`src/rtl/l1a_davact_buf_pkg.sv`:
```
// ---------------------------------------------------------------------------
// l1a_davact_buf_pkg
// Shared constants and types for the L1A data-available activity buffer.
//   DAV_W       : width of the per-source data-available vector (17 sources)
//   MISS_W      : width of the saturating dropped-L1A counter
//   MISS_MAX    : saturation value of that counter
//   win_state_e : match-window FSM state encoding
// ---------------------------------------------------------------------------
package l1a_davact_buf_pkg;

    localparam int DAV_W  = 17;
    localparam int MISS_W = 8;

    localparam logic [MISS_W-1:0] MISS_MAX = '1;

    typedef enum logic {
        ST_IDLE = 1'b0,
        ST_OPEN = 1'b1
    } win_state_e;

endpackage

```
`src/rtl/l1a_davact_buf_fifo.sv`:
```
// ---------------------------------------------------------------------------
// davact_fifo
// Circular-buffer FIFO of DAV vectors with first-word fall-through head.
//   clk     : clock
//   clr     : synchronous clear (pointers, count, overflow flag)
//   wr_req  : write request, wr_data is stored when there is room
//   wr_data : DAV vector to store
//   pop_req : advance the read pointer (ignored while empty)
//   head    : oldest stored entry, 0 while empty
//   empty   : no entries held
//   full    : count equals DEPTH
//   ovfl    : sticky, a write was refused because the FIFO was full
// ---------------------------------------------------------------------------
module davact_fifo
    import l1a_davact_buf_pkg::*;
#(
    parameter int DEPTH = 8
) (
    input  logic             clk,
    input  logic             clr,
    input  logic             wr_req,
    input  logic [DAV_W-1:0] wr_data,
    input  logic             pop_req,
    output logic [DAV_W-1:0] head,
    output logic             empty,
    output logic             full,
    output logic             ovfl
);

    localparam int PTR_W = (DEPTH > 1) ? $clog2(DEPTH) : 1;
    localparam int CNT_W = PTR_W + 1;

    logic [PTR_W-1:0] wr_ptr_q, wr_ptr_d;
    logic [PTR_W-1:0] rd_ptr_q, rd_ptr_d;
    logic [CNT_W-1:0] count_q, count_d;
    logic             ovfl_q, ovfl_d;
    logic [DAV_W-1:0] mem_q [DEPTH];

    logic do_pop;
    logic do_write;

    assign empty = (count_q == '0);
    assign full  = (count_q == CNT_W'(DEPTH));
    assign ovfl  = ovfl_q;

    // A pop frees a slot in the same cycle, so a full FIFO still accepts a
    // write when it is popped at the same time.
    assign do_pop   = pop_req && !empty;
    assign do_write = wr_req && (!full || do_pop);

    always_comb begin
        // NOTE: every combinational output gets a default first so no path
        // leaves it unassigned and no latch is inferred.
        wr_ptr_d = wr_ptr_q;
        rd_ptr_d = rd_ptr_q;
        count_d  = count_q;
        ovfl_d   = ovfl_q | (wr_req & full & ~do_pop);

        // DEPTH is a power of two, so pointers wrap by plain overflow.
        if (do_write) wr_ptr_d = wr_ptr_q + PTR_W'(1);
        if (do_pop)   rd_ptr_d = rd_ptr_q + PTR_W'(1);

        unique case ({do_write, do_pop})
            2'b10:   count_d = count_q + CNT_W'(1);
            2'b01:   count_d = count_q - CNT_W'(1);
            default: count_d = count_q;
        endcase
    end

    always_ff @(posedge clk) begin
        // NOTE: sequential state uses non-blocking assignments so every flop
        // samples pre-edge values regardless of statement order.
        if (clr) begin
            wr_ptr_q <= '0;
            rd_ptr_q <= '0;
            count_q  <= '0;
            ovfl_q   <= 1'b0;
        end else begin
            wr_ptr_q <= wr_ptr_d;
            rd_ptr_q <= rd_ptr_d;
            count_q  <= count_d;
            ovfl_q   <= ovfl_d;
        end
    end

    // NOTE: the storage array is deliberately not reset; the head is masked
    // while empty, so stale words are never observable.
    always_ff @(posedge clk) begin
        if (do_write && !clr) mem_q[wr_ptr_q] <= wr_data;
    end

    assign head = empty ? '0 : mem_q[rd_ptr_q];

endmodule

```
`src/rtl/l1a_davact_buf.sv`:
```
// ---------------------------------------------------------------------------
// l1a_davact_buf
// Collects masked data-available pulses over a match window opened by each
// accepted L1A and queues one DAV vector per accepted L1A.
//   CLKCMS   : 40 MHz CMS clock
//   RST      : synchronous active-high reset
//   L1ARST   : synchronous functional clear (FIFO, window, OVFL, L1AMISS)
//   L1A      : accepted-trigger pulse
//   WINDOW   : match window length minus one, in cycles
//   DAVIN    : per-source data-available pulses
//   DAVMASK  : per-source enable
//   POPBRAM  : pop request from the control stage
//   GEMPTY_B : FIFO holds at least one entry
//   DAVACT   : head-of-FIFO entry (first-word fall-through)
//   FULL     : FIFO full
//   OVFL     : sticky, a write was attempted while full
//   L1AMISS  : saturating count of L1As dropped while a window was open
// ---------------------------------------------------------------------------
module l1a_davact_buf
    import l1a_davact_buf_pkg::*;
#(
    parameter int DEPTH = 8
) (
    input  logic              CLKCMS,
    input  logic              RST,
    input  logic              L1ARST,
    input  logic              L1A,
    input  logic [3:0]        WINDOW,
    input  logic [DAV_W-1:0]  DAVIN,
    input  logic [DAV_W-1:0]  DAVMASK,
    input  logic              POPBRAM,
    output logic              GEMPTY_B,
    output logic [DAV_W-1:0]  DAVACT,
    output logic              FULL,
    output logic              OVFL,
    output logic [MISS_W-1:0] L1AMISS
);

    win_state_e        state_q, state_d;
    logic [3:0]        win_cnt_q, win_cnt_d;
    logic [DAV_W-1:0]  acc_q, acc_d;
    logic [MISS_W-1:0] miss_q, miss_d;

    logic              clr;
    logic [DAV_W-1:0]  dav_m;
    logic              wr_req;
    logic [DAV_W-1:0]  wr_data;
    logic [DAV_W-1:0]  fifo_head;
    logic              fifo_empty;
    logic              fifo_full;
    logic              fifo_ovfl;

    assign clr   = RST | L1ARST;
    assign dav_m = DAVIN & DAVMASK;

    // win_cnt counts the window cycles still to come after the current one,
    // so the write lands on the edge that ends cycle t+WINDOW and includes
    // that cycle's DAVIN. WINDOW=0 therefore writes straight from IDLE.
    always_comb begin
        state_d   = state_q;
        win_cnt_d = win_cnt_q;
        acc_d     = acc_q;
        miss_d    = miss_q;
        wr_req    = 1'b0;
        wr_data   = acc_q | dav_m;

        unique case (state_q)
            ST_IDLE: begin
                if (L1A) begin
                    acc_d   = dav_m;
                    wr_data = dav_m;
                    if (WINDOW == 4'd0) begin
                        wr_req = 1'b1;
                        acc_d  = '0;
                    end else begin
                        state_d   = ST_OPEN;
                        win_cnt_d = WINDOW - 4'd1;
                    end
                end
            end
            ST_OPEN: begin
                acc_d = acc_q | dav_m;
                if (L1A && (miss_q != MISS_MAX)) miss_d = miss_q + MISS_W'(1);
                if (win_cnt_q == 4'd0) begin
                    wr_req  = 1'b1;
                    state_d = ST_IDLE;
                    acc_d   = '0;
                end else begin
                    win_cnt_d = win_cnt_q - 4'd1;
                end
            end
            default: state_d = ST_IDLE;
        endcase
    end

    always_ff @(posedge CLKCMS) begin
        if (clr) begin
            state_q   <= ST_IDLE;
            win_cnt_q <= '0;
            acc_q     <= '0;
            miss_q    <= '0;
        end else begin
            state_q   <= state_d;
            win_cnt_q <= win_cnt_d;
            acc_q     <= acc_d;
            miss_q    <= miss_d;
        end
    end

    davact_fifo #(
        .DEPTH (DEPTH)
    ) u_fifo (
        .clk     (CLKCMS),
        .clr     (clr),
        .wr_req  (wr_req),
        .wr_data (wr_data),
        .pop_req (POPBRAM),
        .head    (fifo_head),
        .empty   (fifo_empty),
        .full    (fifo_full),
        .ovfl    (fifo_ovfl)
    );

    // Outputs read as zero for the whole time a clear is asserted, not only
    // from the edge after it.
    assign GEMPTY_B = ~fifo_empty & ~clr;
    assign DAVACT   = clr ? '0 : fifo_head;
    assign FULL     = fifo_full & ~clr;
    assign OVFL     = fifo_ovfl & ~clr;
    assign L1AMISS  = clr ? '0 : miss_q;

endmodule

```
`config.mk`:
```
export PLATFORM = sky130hd
export DESIGN_NAME = l1a_davact_buf
export DESIGN_NICKNAME = d
export VERILOG_FILES = /design/src/rtl/l1a_davact_buf_pkg.sv /design/src/rtl/l1a_davact_buf_fifo.sv /design/src/rtl/l1a_davact_buf.sv
export SDC_FILE = /design/constraint.sdc
export NUM_CORES = 1
export LEC_CHECK = 0
export BUFFER_PORTS_ARGS = -buffer_cell sky130_fd_sc_hd__buf_2
export CAP_MARGIN = 20
export CELL_PAD_IN_SITES_DETAIL_PLACEMENT = 0
export CELL_PAD_IN_SITES_GLOBAL_PLACEMENT = 2
export CORE_MARGIN = 3
export CORE_UTILIZATION = 40
export DETAILED_ROUTE_END_ITERATION = 12
export PLACE_DENSITY_LB_ADDON = 0.1
export SLEW_MARGIN = 30
export SYNTH_ARGS = -nofsm -noshare
export SYNTH_HDL_FRONTEND = slang
export SYNTH_SLANG_ARGS = --single-unit
export TNS_END_PERCENT = 5
```
`constraint.sdc`:
```
create_clock -name CLKCMS -period 4.1 [get_ports CLKCMS]
set_input_delay 0.41 -clock CLKCMS [delete_from_list [all_inputs] [get_ports CLKCMS]]
set_output_delay 0.41 -clock CLKCMS [all_outputs]
set_load 0.02 [all_outputs]
```
Yosys cells after proc, flatten, opt, wreduce, memory -nomap -nowiden

Memories as Yosys holds them, arrays and structs flattened. A register that Yosys moved wholly into a read port is not among the register bits.
Index checks and enable logic that the tools add are counted.

Register bits: 41
Memory bits (writable): 136
Bits of input ports: 43
Logic and storage cells: 76
Memories kept: 1

Add/subtract/negate cells: 7
Equal/unequal tests: 7
Muxes and demuxes: 26
Bitwise operators: 13
Reduce and logical (&&, ||, !) cells: 14

Memory list:

| name         | depth | bits a word | rd ports | clocked after Yosys merged registers in | wr ports | RTL line                  | text |
|---|---|---|---|---|---|---|---|
| u_fifo.mem_q | 8     | 17          | 1        | 1                                       | 1        | l1a_davact_buf_fifo.sv:37 | `logic [DAV_W-1:0] mem_q [DEPTH];` |

Operator list:

| operator            | number |
|---|---|
| $mux 17             | 7 |
| $pmux 17 s2         | 1 |
| $and 17x17->17      | 1 |
| $or 17x17->17       | 1 |
| $pmux 4 s2          | 2 |
| $logic_not 4->1     | 3 |
| $mux 4              | 3 |
| $sub 4x1->4 const B | 3 |
| $add 8x1->8 const B | 1 |
| $mux 1              | 8 |
| $mux 8              | 1 |
| $ne 8x8->1 const B  | 1 |
| $add 3x1->3 const B | 2 |
| $mux 3              | 2 |
| $ne 2x2->1 const B  | 3 |
| $and 1x1->1         | 5 |
| $add 4x1->4 const B | 1 |
| $eq 4x4->1 const B  | 1 |
| $logic_and 1x1->1   | 4 |
| $not 1->1           | 4 |
| $pmux 1 s2          | 2 |
| $logic_not 1->1     | 3 |
| $reduce_and 3->1    | 1 |
| $eq 2x1->1 const B  | 1 |
| other kinds (5)     | 6 |

Longest topological paths before layout

Gate-level depths: netlist of run 1.

Depth in word-level cells: 8
Mapped depth: 11

By module

A second synthesis of run 1 with hierarchy kept.

Cell total of the unflattened synthesis: 497
Area, all modules: 7622.3 um^2

Modules (own cells, without submodules):

| module         | instances | cells an instance | area an instance (um^2) | seq. area each (um^2) |
|---|---|---|---|---|
| davact_fifo    | 1         | 311               | 5958.2                  | 4364.2 |
| l1a_davact_buf | 1         | 186               | 1664.1                  | 600.6 |

Least setup slack after synthesis of run 1

OpenSTA, ideal clock, no wires.

Path kind: flip-flop to flip-flop
Start: register win_cnt_q[0]
End: memory u_fifo.mem_q[2][0], enable pin
Library setup time: 0.412 ns
Data arrival time: 2.512 ns
Setup slack: 1.175 ns
Stages on the path, launching flop included: 5
Period minus slack after synthesis: 2.925 ns
Path through: dfxtp_1 > or4b_4 > o2bb2ai_4 > nand3_2 > nor3_1

Longest elaborated chain between the ends: 7

RTL lines:

| what                         | RTL line                  | text |
|---|---|---|
| start, declared              | l1a_davact_buf.sv:40      | `logic [3:0] win_cnt_q, win_cnt_d;` |
| start signal, assigned       | l1a_davact_buf.sv:104     | `win_cnt_q <= win_cnt_d;` |
| $logic_not 4->1              | l1a_davact_buf.sv:84      | `if (win_cnt_q == 4'd0) begin` |
| $mux 1                       | l1a_davact_buf.sv:84      |  |
| $pmux 1 s2                   | l1a_davact_buf.sv:67      | `unique case (state_q)` |
| $logic_and 1x1->1            | l1a_davact_buf_fifo.sv:49 | `assign do_write = wr_req && (!full \|\| do_pop);` |
| $logic_and 1x1->1            | l1a_davact_buf_fifo.sv:89 | `if (do_write && !clr) mem_q[wr_ptr_q] <= wr_data;` |
| $mux 1                       | l1a_davact_buf_fifo.sv:89 |  |
| $mux 1 (not written as such) | l1a_davact_buf_fifo.sv:89 |  |
| end, declared                | l1a_davact_buf_fifo.sv:37 |  |

Every way passes these cells.

Final worst setup path of run 1

Start: register state_q
End: register u_fifo.count_q[2]

Longest elaborated chain between the ends: 5
Elaborated cells on any way between the ends: 7
Those cells by class: eq/ne: 2; mux: 2; bitwise: 1; reduce/logical: 2

RTL lines:

| what                                                   | RTL line                  | text |
|---|---|---|
| start, declared                                        | l1a_davact_buf.sv:39      | `win_state_e state_q, state_d;` |
| start signal, assigned                                 | l1a_davact_buf.sv:103     | `state_q <= state_d;` |
| $not 1->1                                              | -                         |  |
| $pmux 1 s2 (*)                                         | l1a_davact_buf.sv:67      |  |
| $logic_and 1x1->1 (*)                                  | l1a_davact_buf_fifo.sv:49 |  |
| $eq 2x1->1 / $eq 2x2->1 (equally long branches)        | l1a_davact_buf_fifo.sv:63 | `unique case ({do_write, do_pop})` |
| $pmux 4 s2 / $reduce_bool 2->1 (equally long branches) | -                         |  |
| end signal, assigned                                   | l1a_davact_buf_fifo.sv:81 | `count_q <= count_d;` |
| end, declared                                          | l1a_davact_buf_fifo.sv:35 | `logic [CNT_W-1:0] count_q, count_d;` |

Every way passes the cells marked *; elsewhere a longest branch is shown, timed or not.
A chain may end at the register's enable or synchronous reset.

==> results of run 1 <==
[final cells by class]
| cell class | instances | area share, % |
|---|---|---|
| clock inverter | 13 | 2.07 |
| multi-input combinational | 241 | 26.5 |
| sequential | 180 | 57.1 |
| inverter | 5 | 0.216 |
| tap | 229 | 3.29 |
| clock buffer | 18 | 4.93 |
| timing repair buffer | 85 | 5.90 |
[final timing paths]
kind                                          to  slack [ns]
hold reg to reg           acc_q[15]$_SDFFE_PN0P_        0.47
setup reg to reg  u_fifo.count_q[2]$_SDFFE_PN0P_        1.21
hold / removal            acc_q[15]$_SDFFE_PN0P_        0.24
setup / recovery  u_fifo.count_q[2]$_SDFFE_PN0P_        1.21
[flip-flops by register name, indices dropped and copies added, names as in the netlist, named ones only]
| register | flops |
|---|---|
| u_fifo.rd_ptr_q | 3 |
| win_cnt_q | 4 |
| state_q | 1 |
| u_fifo.ovfl | 1 |
| miss_q | 8 |
| acc_q | 17 |
| u_fifo.wr_ptr_q | 3 |
| u_fifo.mem_q | 136 |
| u_fifo.count_q | 4 |
[layout by cell type, fill, tap and decap left out, types with 5 or more instances in the layout]
cell / n
edfxtp_1: 136
buf_2: 70
dfxtp_1: 43
nor2_1: 39
mux4_2: 34
mux2i_1: 23
a22o_1: 17
a32o_1: 17
clkbuf_16: 17
nand2_1: 12
buf_4: 11
xor2_1: 8
a21oi_1: 8
and2_1: 7
ha_1: 7
inv_1: 5
nor3_2: 5
or3_1: 5
nand3_1: 5
o21ai_0: 5
[worst reg2reg max path, stage by stage, from the launching register on]
cell and delay, ns:
dfxtp_1 0.57, or4b_4 0.55, o2bb2ai_4 0.26, nand2_2 0.13, ha_1 0.29, xor2_1 0.16
ha_1 0.18, a21oi_1 0.14, xor2_1 0.09, or3_1 0.31, a21oi_1 0.14
[cells by family (layout without fill, tap and decap cells)]
logic type               after synthesis  in the layout
multiplexers                          57             57
XOR/XNOR                              10             10
AO/OA/AOI/OAI                         65             65
AND/OR/NAND/NOR                      102            102
buffers and inverters                 27            121
flip-flops                           180            180
adder cells (fa/ha/maj)                7              7
[stage by stage]
stage / hold WS, ns / setup WS (ns) / util (%)
after floorplan: 0.443 / 1.18 / -
after global placement: 0.447 / 1.24 / 44.8
after detailed placement: 0.454 / 1.24 / 44.9
after CTS: 0.218 / 1.16 / 48.3
after global routing: 0.230 / 1.03 / 48.3
final: 0.236 / 1.21 / 48.3
[cells in the mapped netlist (all sizes together), types with 2 or more instances]
library cell and n:
nand2 13, a31oi 4, xor2 8, dfxtp 44, a32o 17, a22o 17
edfxtp 136, clkbuf 11, and2 7, nand4 5, nand3 6, a21oi 9
o21ai 6, nor4 2, or4 2, or3 5, xnor2 2, nor2 40
mux4 34, inv 5, nor3 9, buf 11, mux2i 23, ha 7
nand2b 4, o41ai 2
[per-layer routing]
metal | routed length, um | up-vias | part of all wire, %
met5 | 0 | - | 0
li1 | - | 1956 | -
met2 | 7650 | 70 | 49
met1 | 7350 | 2140 | 47
met3 | 473 | 19 | 3.0
met4 | 239 | 0 | 1.5
[power breakdown]
| part | internal, W | switching (W) | leakage, nW | total (W) |
|---|---|---|---|---|
| combinational | 0.0000529 | 0.0000884 | 1.08 | 0.000141 |
| sequential | 0.00197 | 0.00000868 | 1.60 | 0.00198 |
| clock | 0.00102 | 0.000668 | 0.294 | 0.00169 |
==> flow_summary.ini, run 1 <==
[global_route]
grt-busiest-layer = met2
antenna_found_initial = 0
groute.usage.overall_pct = 16.5
gr-total-overflow = 0
grt_pass1_vias = 4388
use_met3_pct = 3.44
grt_max_degree = 35
use_met1_pct = 22.4
grt_first_pass_wirelength_um = 24800
grt_use_met2_pct = 26.7

[cells_and_area]
design_area_um2 = 8700
n_antenna_cell = 0
nets = 580
drive_gt1_share_pct = 30.4
fillerInstances = 1586
syn2layout_area_growth_pct = 18.1
multi_input_area_um2 = 2310
seq_area_um2 = 4970
finalNonFillerCells = 771

[worst_setup_path]
crit_path_cell_trace = or4b_4 -> o2bb2ai_4 -> nand2_2 -> ha_1 -> xor2_1 -> ha_1 -> a21oi_1 -> xor2_1 -> or3_1 -> a21oi_1
r2r_cells = 10
cp_num_cells = 10
crit_buf_inv = 0
crit_path_end_kind = register
worstPathArrival_ns = 3.24
critPathMaxStageDelay_ns = 0.57
critPathTopFamily = simple AND/OR/NAND/NOR gates
cp-startpoint = state_q$_SDFF_PN0_
slowest_stage = dfxtp_1
critical_path_required_ns = 4.45
worst-path-max-fanout = 12
worst-setup-path-type = reg2reg
timing.rr.start = state_q$_SDFF_PN0_
startpoint_type = register

[clock_tree]
cts_resized = 0
clock_path_buffers = 2
clk_pin_slew_ns = 0.07
clock_latency_ns = 0.42
post_cts_buffers = 0
cts_sinks = 180
tritoncts = yes
cts_root_buf = clkbuf_16
htree_levels = 4
numCtsBuffers = 17
cts_hold_buffers = 0

[yosys]
synth.largest_area_cell = edfxtp_1
synth_fa_ha_area_share_pct = 1.19
netlist.area_leader.share_pct = 55.4
synth_compound_area_share_pct = 7.45
synth-seq-area-share_pct = 67.4
synthXorXnorAreaFrac_pct = 1.19
synthTopCellsByArea = edfxtp_1 (55%), dfxtp_1 (12%), mux4_2 (10%), mux2i_1 (3.1%), a32o_1 (2.3%)
yosysUniqueCellTypes = 57
yosys.area_share.simple_pct = 7.52
ys.flop_type = edfxtp_1
synthMuxAreaShare_pct = 13.5
synth_edf_count = 136
synth_top_family_by_area = multiplexers
syn_nets = 498
synthArstFlopShare_pct = 0
synth_seq_cells = 180
synthesis.area_um2 = 7370
ys.warnings.count = 0
synth_cells = 448
synth_area_per_cell_um2 = 16.4

[placed_design]
hpwl_um = 10200
placed_area_um2 = 8090
gp_congestion = 0.703
port_buffers = 70
place_inst = 740

[flow_run]
drv_cap = 0

[worst_hold_path]
hp-start = DAVMASK[15]
hp-class = in2reg
holdPathStages = 2

[timing]
finalCritPeriodShare_pct = 70.6
worst_pin_slew_ns = 0.794
hold_viol_final = 0
setup_tns_ns = 0
drv_slew = 0
slew_headroom_pct = 46.9
rsz0062_at_grt = false
fmax_ghz = 0.346
clock_skew_ns = 0.00874
setup_viol = 0
layout_min_cycle_time_ns = 2.89

[die]
die_h_um = 142
core_area_um2 = 18000
die-width_um = 142
start_util_pct = 40.9
dieArea_um2 = 20100
rows = 49
io_pins = 71

[power]
power_leakage_nw = 2.97
power.total_w = 0.00381
ir_drop_mv = 0.286
powerDensity_nw_per_um2 = 437

[outcome]
status = completed

[route]
drcViolationCount = 0
drt_wl_total_um = 15700
wl_per_cell_um = 20.4
antenna_left = 0
num_vias = 4185
drt_pass1_iterations = 4
first_iter_violations = 310
viasPerCell = 5.43
No activity file was read; power rests on OpenSTA's default activity.
==> run 2, diff against run 1 <==
- clock period: 4.1 -> 3 ns (I/O delays scaled with it)
==> flow_summary.ini, run 2 (synthesized netlist as in run 1, its figures left out) <==
[outcome]
status = completed

[worst_hold_path]
holdPathStages = 2
worst_hold_path.endpoint = acc_q[5]$_SDFFE_PN0P_
hp-class = in2reg
hp-start = DAVMASK[5]

[global_route]
grt_pass1_vias = 4229
antenna_found_initial = 0
grt_first_pass_wirelength_um = 24600
gr-total-overflow = 0
groute.usage.overall_pct = 16.5
grt_max_degree = 35

[placed_design]
gp_congestion = 0.745
dp_slack_ns = 0.315
port_buffers = 70
hpwl_um = 10200
placed_area_um2 = 8100

[cells_and_area]
final_core_util_pct = 48.0
drive_gt1_share_pct = 31.6
syn2layout_area_growth_pct = 17.5
largest_register = u_fifo.mem_q
largest_register_ff_count = 136
design_area_um2 = 8660
reg.largest.list = u_fifo.mem_q x136, acc_q x17, miss_q x8
final_common_cell = edfxtp_1
n_antenna_cell = 0
nets = 587
most-common-layout-cells = edfxtp_1 (136), buf_2 (70), dfxtp_1 (43), nor2_1 (39), mux4_2 (34)

[timing]
slew_headroom_pct = 59.5
hold_viol_final = 0
fmax_ghz = 0.371
layout_min_cycle_time_ns = 2.69
worst_pin_slew_ns = 0.604
setup_viol = 0
rsz0062_at_grt = false
finalCritPeriodShare_pct = 89.8
setup_tns_ns = 0
fin_ws_ns = 0.307
clock_skew_ns = 0.0128
drv_slew = 0

[clock_tree]
cts_hold_buffers = 0
clock_path_buffers = 2
cts_sinks = 180
clock_latency_ns = 0.43
htree_levels = 4
numCtsBuffers = 17
cts_root_buf = clkbuf_16
tritoncts = yes
post_cts_buffers = 0
cts_resized = 0
clk_pin_slew_ns = 0.07

[worst_setup_path]
critPathMaxStageDelay_ns = 0.59
critPathTopFamily = simple AND/OR/NAND/NOR gates
critical_path_required_ns = 3.36
worst-path-max-fanout = 6
r2r_cells = 10
timing.rr.start = win_cnt_q[0]$_SDFFE_PN0P_
startpoint_type = register
ff2ff_setup_slack_ns = 0.31
worstPathArrival_ns = 3.06
reg2reg_to = u_fifo.count_q[2]$_SDFFE_PN0P_
slowest_stage = or4b_4
worst-setup-path-type = reg2reg
crit_buf_inv = 0
crit_path_end_kind = register
crit_path_cell_trace = or4b_4 -> o2bb2ai_4 -> nand2_2 -> ha_1 -> xor2_1 -> ha_1 -> a21oi_1 -> xor2_1 -> or3_1 -> a21oi_1

[flow_run]
drv_cap = 0

[route]
wl_per_cell_um = 20.2
drt_pass1_iterations = 4
viasPerCell = 5.39
drcViolationCount = 0
drt_wl_total_um = 15700
first_iter_violations = 338
antenna_left = 0
num_vias = 4195

[die]
die_h_um = 142
rows = 49
die-width_um = 142
start_util_pct = 40.9
dieArea_um2 = 20100
core_area_um2 = 18000
io_pins = 71

[power]
ir_drop_mv = 0.419
power.total_w = 0.00500
power_leakage_nw = 2.97
powerDensity_nw_per_um2 = 578
run 2: changes by cell type in the layout (fill, tap and decap cells not counted), sizes merged:
cell      change
clkinv        +1
clkinvlp      +2
buf           +7
bufinv        -3
inv           +1
run 2: layout make-up:
type / instances / area [um2]
clock buffers: 18 / 429
clock inverters: 14 / 126
fillers: 1593 / 9370
inverters: 5 / 18.8
multi-input cells: 241 / 2300
flip-flops and latches: 180 / 4970
well taps: 229 / 287
repair buffers: 92 / 528
run 2: per-layer routing:
metal / track usage (%) / vias up / part of all wire [%]
met3: 3.88 / 9 / 4.1
li1: - / 1972 / -
met4: 5.30 / 0 / 0.78
met5: 0 / - / 0
met2: 25.3 / 89 / 48
met1: 23.6 / 2125 / 47
run 2: worst reg2reg max path: stages, from the launching register on:
cell,delay [ns]
dfxtp_1,0.35
or4b_4,0.59
o2bb2ai_4,0.26
nand2_2,0.13
ha_1,0.29
xor2_1,0.17
ha_1,0.18
a21oi_1,0.14
xor2_1,0.09
or3_1,0.30
a21oi_1,0.14
run 2: worst max-delay path by stage:
stage | end | cells past startpoint | startpoint
finish | u_fifo.count_q[2]$_SDFFE_PN0P_ | 10 | win_cnt_q[0]$_SDFFE_PN0P_
global route | u_fifo.count_q[3]$_SDFFE_PN0P_ | 8 | win_cnt_q[0]$_SDFFE_PN0P_
CTS | u_fifo.count_q[2]$_SDFFE_PN0P_ | 10 | win_cnt_q[0]$_SDFFE_PN0P_
detailed placement | u_fifo.count_q[2]$_SDFFE_PN0P_ | 10 | win_cnt_q[0]$_SDFFE_PN0P_
global placement | u_fifo.count_q[2]$_SDFFE_PN0P_ | 10 | win_cnt_q[0]$_SDFFE_PN0P_
floorplan | u_fifo.mem_q[4][0]$_DFFE_PP_ | 4 | win_cnt_q[0]$_SDFFE_PN0P_
run 2: through the flow:
stage	hold slack, ns	std cells
3_3_place_gp	0.448	747
4_1_cts	0.0999	779
2_1_floorplan	0.443	448
5_1_grt	0.105	779
6_report	0.117	779
3_5_place_dp	0.454	747
run 2: report_power, final:
group	internal, W	leakage [nW]	total [W]	switching, W
Sequential	0.00269	1.60	0.00270	0.0000108
Clock	0.00115	0.265	0.00211	0.000957
Combinational	0.0000747	1.11	0.000195	0.000120
Total	0.00392	2.97	0.00500	0.00109
==> run 3, diff against run 2 <==
- CELL_PAD_IN_SITES_GLOBAL_PLACEMENT: 2 -> 1
- clock period: 3 -> 3.2 ns (I/O delays scaled with it)
==> flow_summary.ini, run 3 (synthesized netlist as in run 1, its figures left out) <==
[cells_and_area]
nets = 584
syn2layout_area_growth_pct = 18.3
design_area_um2 = 8720
n_antenna_cell = 0
most-common-layout-cells = edfxtp_1 (136), buf_2 (70), dfxtp_1 (43), nor2_1 (39), mux4_2 (34)
drive_gt1_share_pct = 31.3
final_core_util_pct = 48.4
largest_register = u_fifo.mem_q
largest_register_ff_count = 136
reg.largest.list = u_fifo.mem_q x136, acc_q x17, miss_q x8
final_common_cell = edfxtp_1
fillerInstances = 1544

[clock_tree]
clk_pin_slew_ns = 0.06
clock_latency_ns = 0.42
tritoncts = yes
htree_levels = 4
cts_root_buf = clkbuf_16
cts_resized = 0
numCtsBuffers = 17
post_cts_buffers = 0
clock_path_buffers = 2
cts_sinks = 180
cts_hold_buffers = 0

[die]
rows = 49
io_pins = 71
die_h_um = 142
start_util_pct = 40.9
dieArea_um2 = 20100
die-width_um = 142
core_area_um2 = 18000

[route]
wl_per_cell_um = 19.6
drcViolationCount = 0
first_iter_violations = 356
drt_wl_total_um = 15200
drt_pass1_iterations = 4
num_vias = 4178
antenna_left = 0
viasPerCell = 5.38

[worst_setup_path]
worst-path-max-fanout = 14
startpoint_type = register
timing.rr.start = win_cnt_q[0]$_SDFFE_PN0P_
worst-setup-path-type = reg2out
reg2reg_to = u_fifo.count_q[2]$_SDFFE_PN0P_
critical_path_required_ns = 2.88
crit_path_end_kind = output port
ff2ff_setup_slack_ns = 0.51
r2r_cells = 10
worstPathArrival_ns = 2.37

[placed_design]
port_buffers = 70
gp_congestion = 0.768
placed_area_um2 = 8090
hpwl_um = 9430

[power]
p_seq_share_pct = 51.7
ir_drop_mv = 0.419
swShare_pct = 20.1
powerDensity_nw_per_um2 = 561
power_leakage_nw = 2.99
power.total_w = 0.00490
p_int_w = 0.00391
clockPowerShare_pct = 44.6
p_sw_w = 0.000982
power_frac_comb_pct = 3.7

[timing]
setup_tns_ns = 0
layout_min_cycle_time_ns = 2.69
fmax_ghz = 0.371
slew_headroom_pct = 42.5
finalCritPeriodShare_pct = 84.2
worst_pin_slew_ns = 0.857
hold_viol_final = 0
drv_slew = 0
rsz0062_at_grt = false
clock_skew_ns = 0.00606
setup_viol = 0

[worst_hold_path]
worst_hold_path.endpoint = acc_q[14]$_SDFFE_PN0P_
hp-start = DAVMASK[14]
holdPathStages = 2
hp-class = in2reg

[global_route]
antenna_found_initial = 0
grt_max_degree = 35
gr-total-overflow = 0
groute.usage.overall_pct = 16.0
grt_pass1_vias = 4273
grt_first_pass_wirelength_um = 24100

[flow_run]
drv_cap = 0

[outcome]
status = completed
[run 3: cell count changes in the layout (fill, tap and decap cells not counted)]
cell and delta:
buf_12 +1, buf_4 -4, bufinv_16 +2, clkbuf_8 +4, clkinv_2 -2, clkinvlp_4 -2, inv_6 -2
[run 3: how the worst max path moves through the flow]
stage | startpoint | to | slack, ns
6_report | u_fifo.count_q[0]$_SDFFE_PN0P_ | DAVACT[1] | 0.51
5_1_grt | u_fifo.count_q[0]$_SDFFE_PN0P_ | DAVACT[2] | 0.38
4_1_cts | u_fifo.count_q[0]$_SDFFE_PN0P_ | DAVACT[1] | 0.43
3_5_place_dp | win_cnt_q[0]$_SDFFE_PN0P_ | u_fifo.count_q[2]$_SDFFE_PN0P_ | 0.50
3_3_place_gp | win_cnt_q[0]$_SDFFE_PN0P_ | u_fifo.count_q[2]$_SDFFE_PN0P_ | 0.55
2_1_floorplan | win_cnt_q[0]$_SDFFE_PN0P_ | u_fifo.mem_q[2][0]$_DFFE_PP_ | 0.28
[run 3: power groups by stage]
stage	sequential, W	clock, W	combinational, W
CTS	0.00253	0.00223	0.000182
global route	0.00253	0.00232	0.000200
global placement	0.00258	0	0.000177
floorplan	0.00258	0	0.000105
finish	0.00253	0.00218	0.000180
detailed placement	0.00258	0	0.000182
[run 3: stage by stage]
| stage | cells | worst slack (ns) | hold WS (ns) |
|---|---|---|---|
| after floorplan | 448 | 0.275 | 0.443 |
| after global placement | 744 | 0.552 | 0.447 |
| after detailed placement | 744 | 0.501 | 0.456 |
| after CTS | 776 | 0.428 | 0.124 |
| after global routing | 776 | 0.379 | 0.143 |
| final | 776 | 0.507 | 0.150 |
[run 3: final cells by class]
type	instances	area, um2	share of cell area [%]
clock buffers	22	484	5.55
clock inverters	10	144	1.65
inverters	5	18.8	0.215
multi-input cells	241	2300	26.4
flip-flops and latches	180	4970	57.0
well taps	229	287	3.29
repair buffers	89	518	5.94
[run 3: worst max-delay path, cell delays in order, from the launching register on]
cell and delay [ns]:
dfxtp_1 0.37, or4_1 0.60, nand2_1 0.54, buf_4 0.23, nor2_1 0.05, buf_2 0.16
[run 3: layer usage]
layer / share of wire (%) / track usage (%)
met4: 1.5 / 5.30
met5: 0 / 0
met1: 46 / 21.9
met3: 3.4 / 3.20
met2: 49 / 25.8
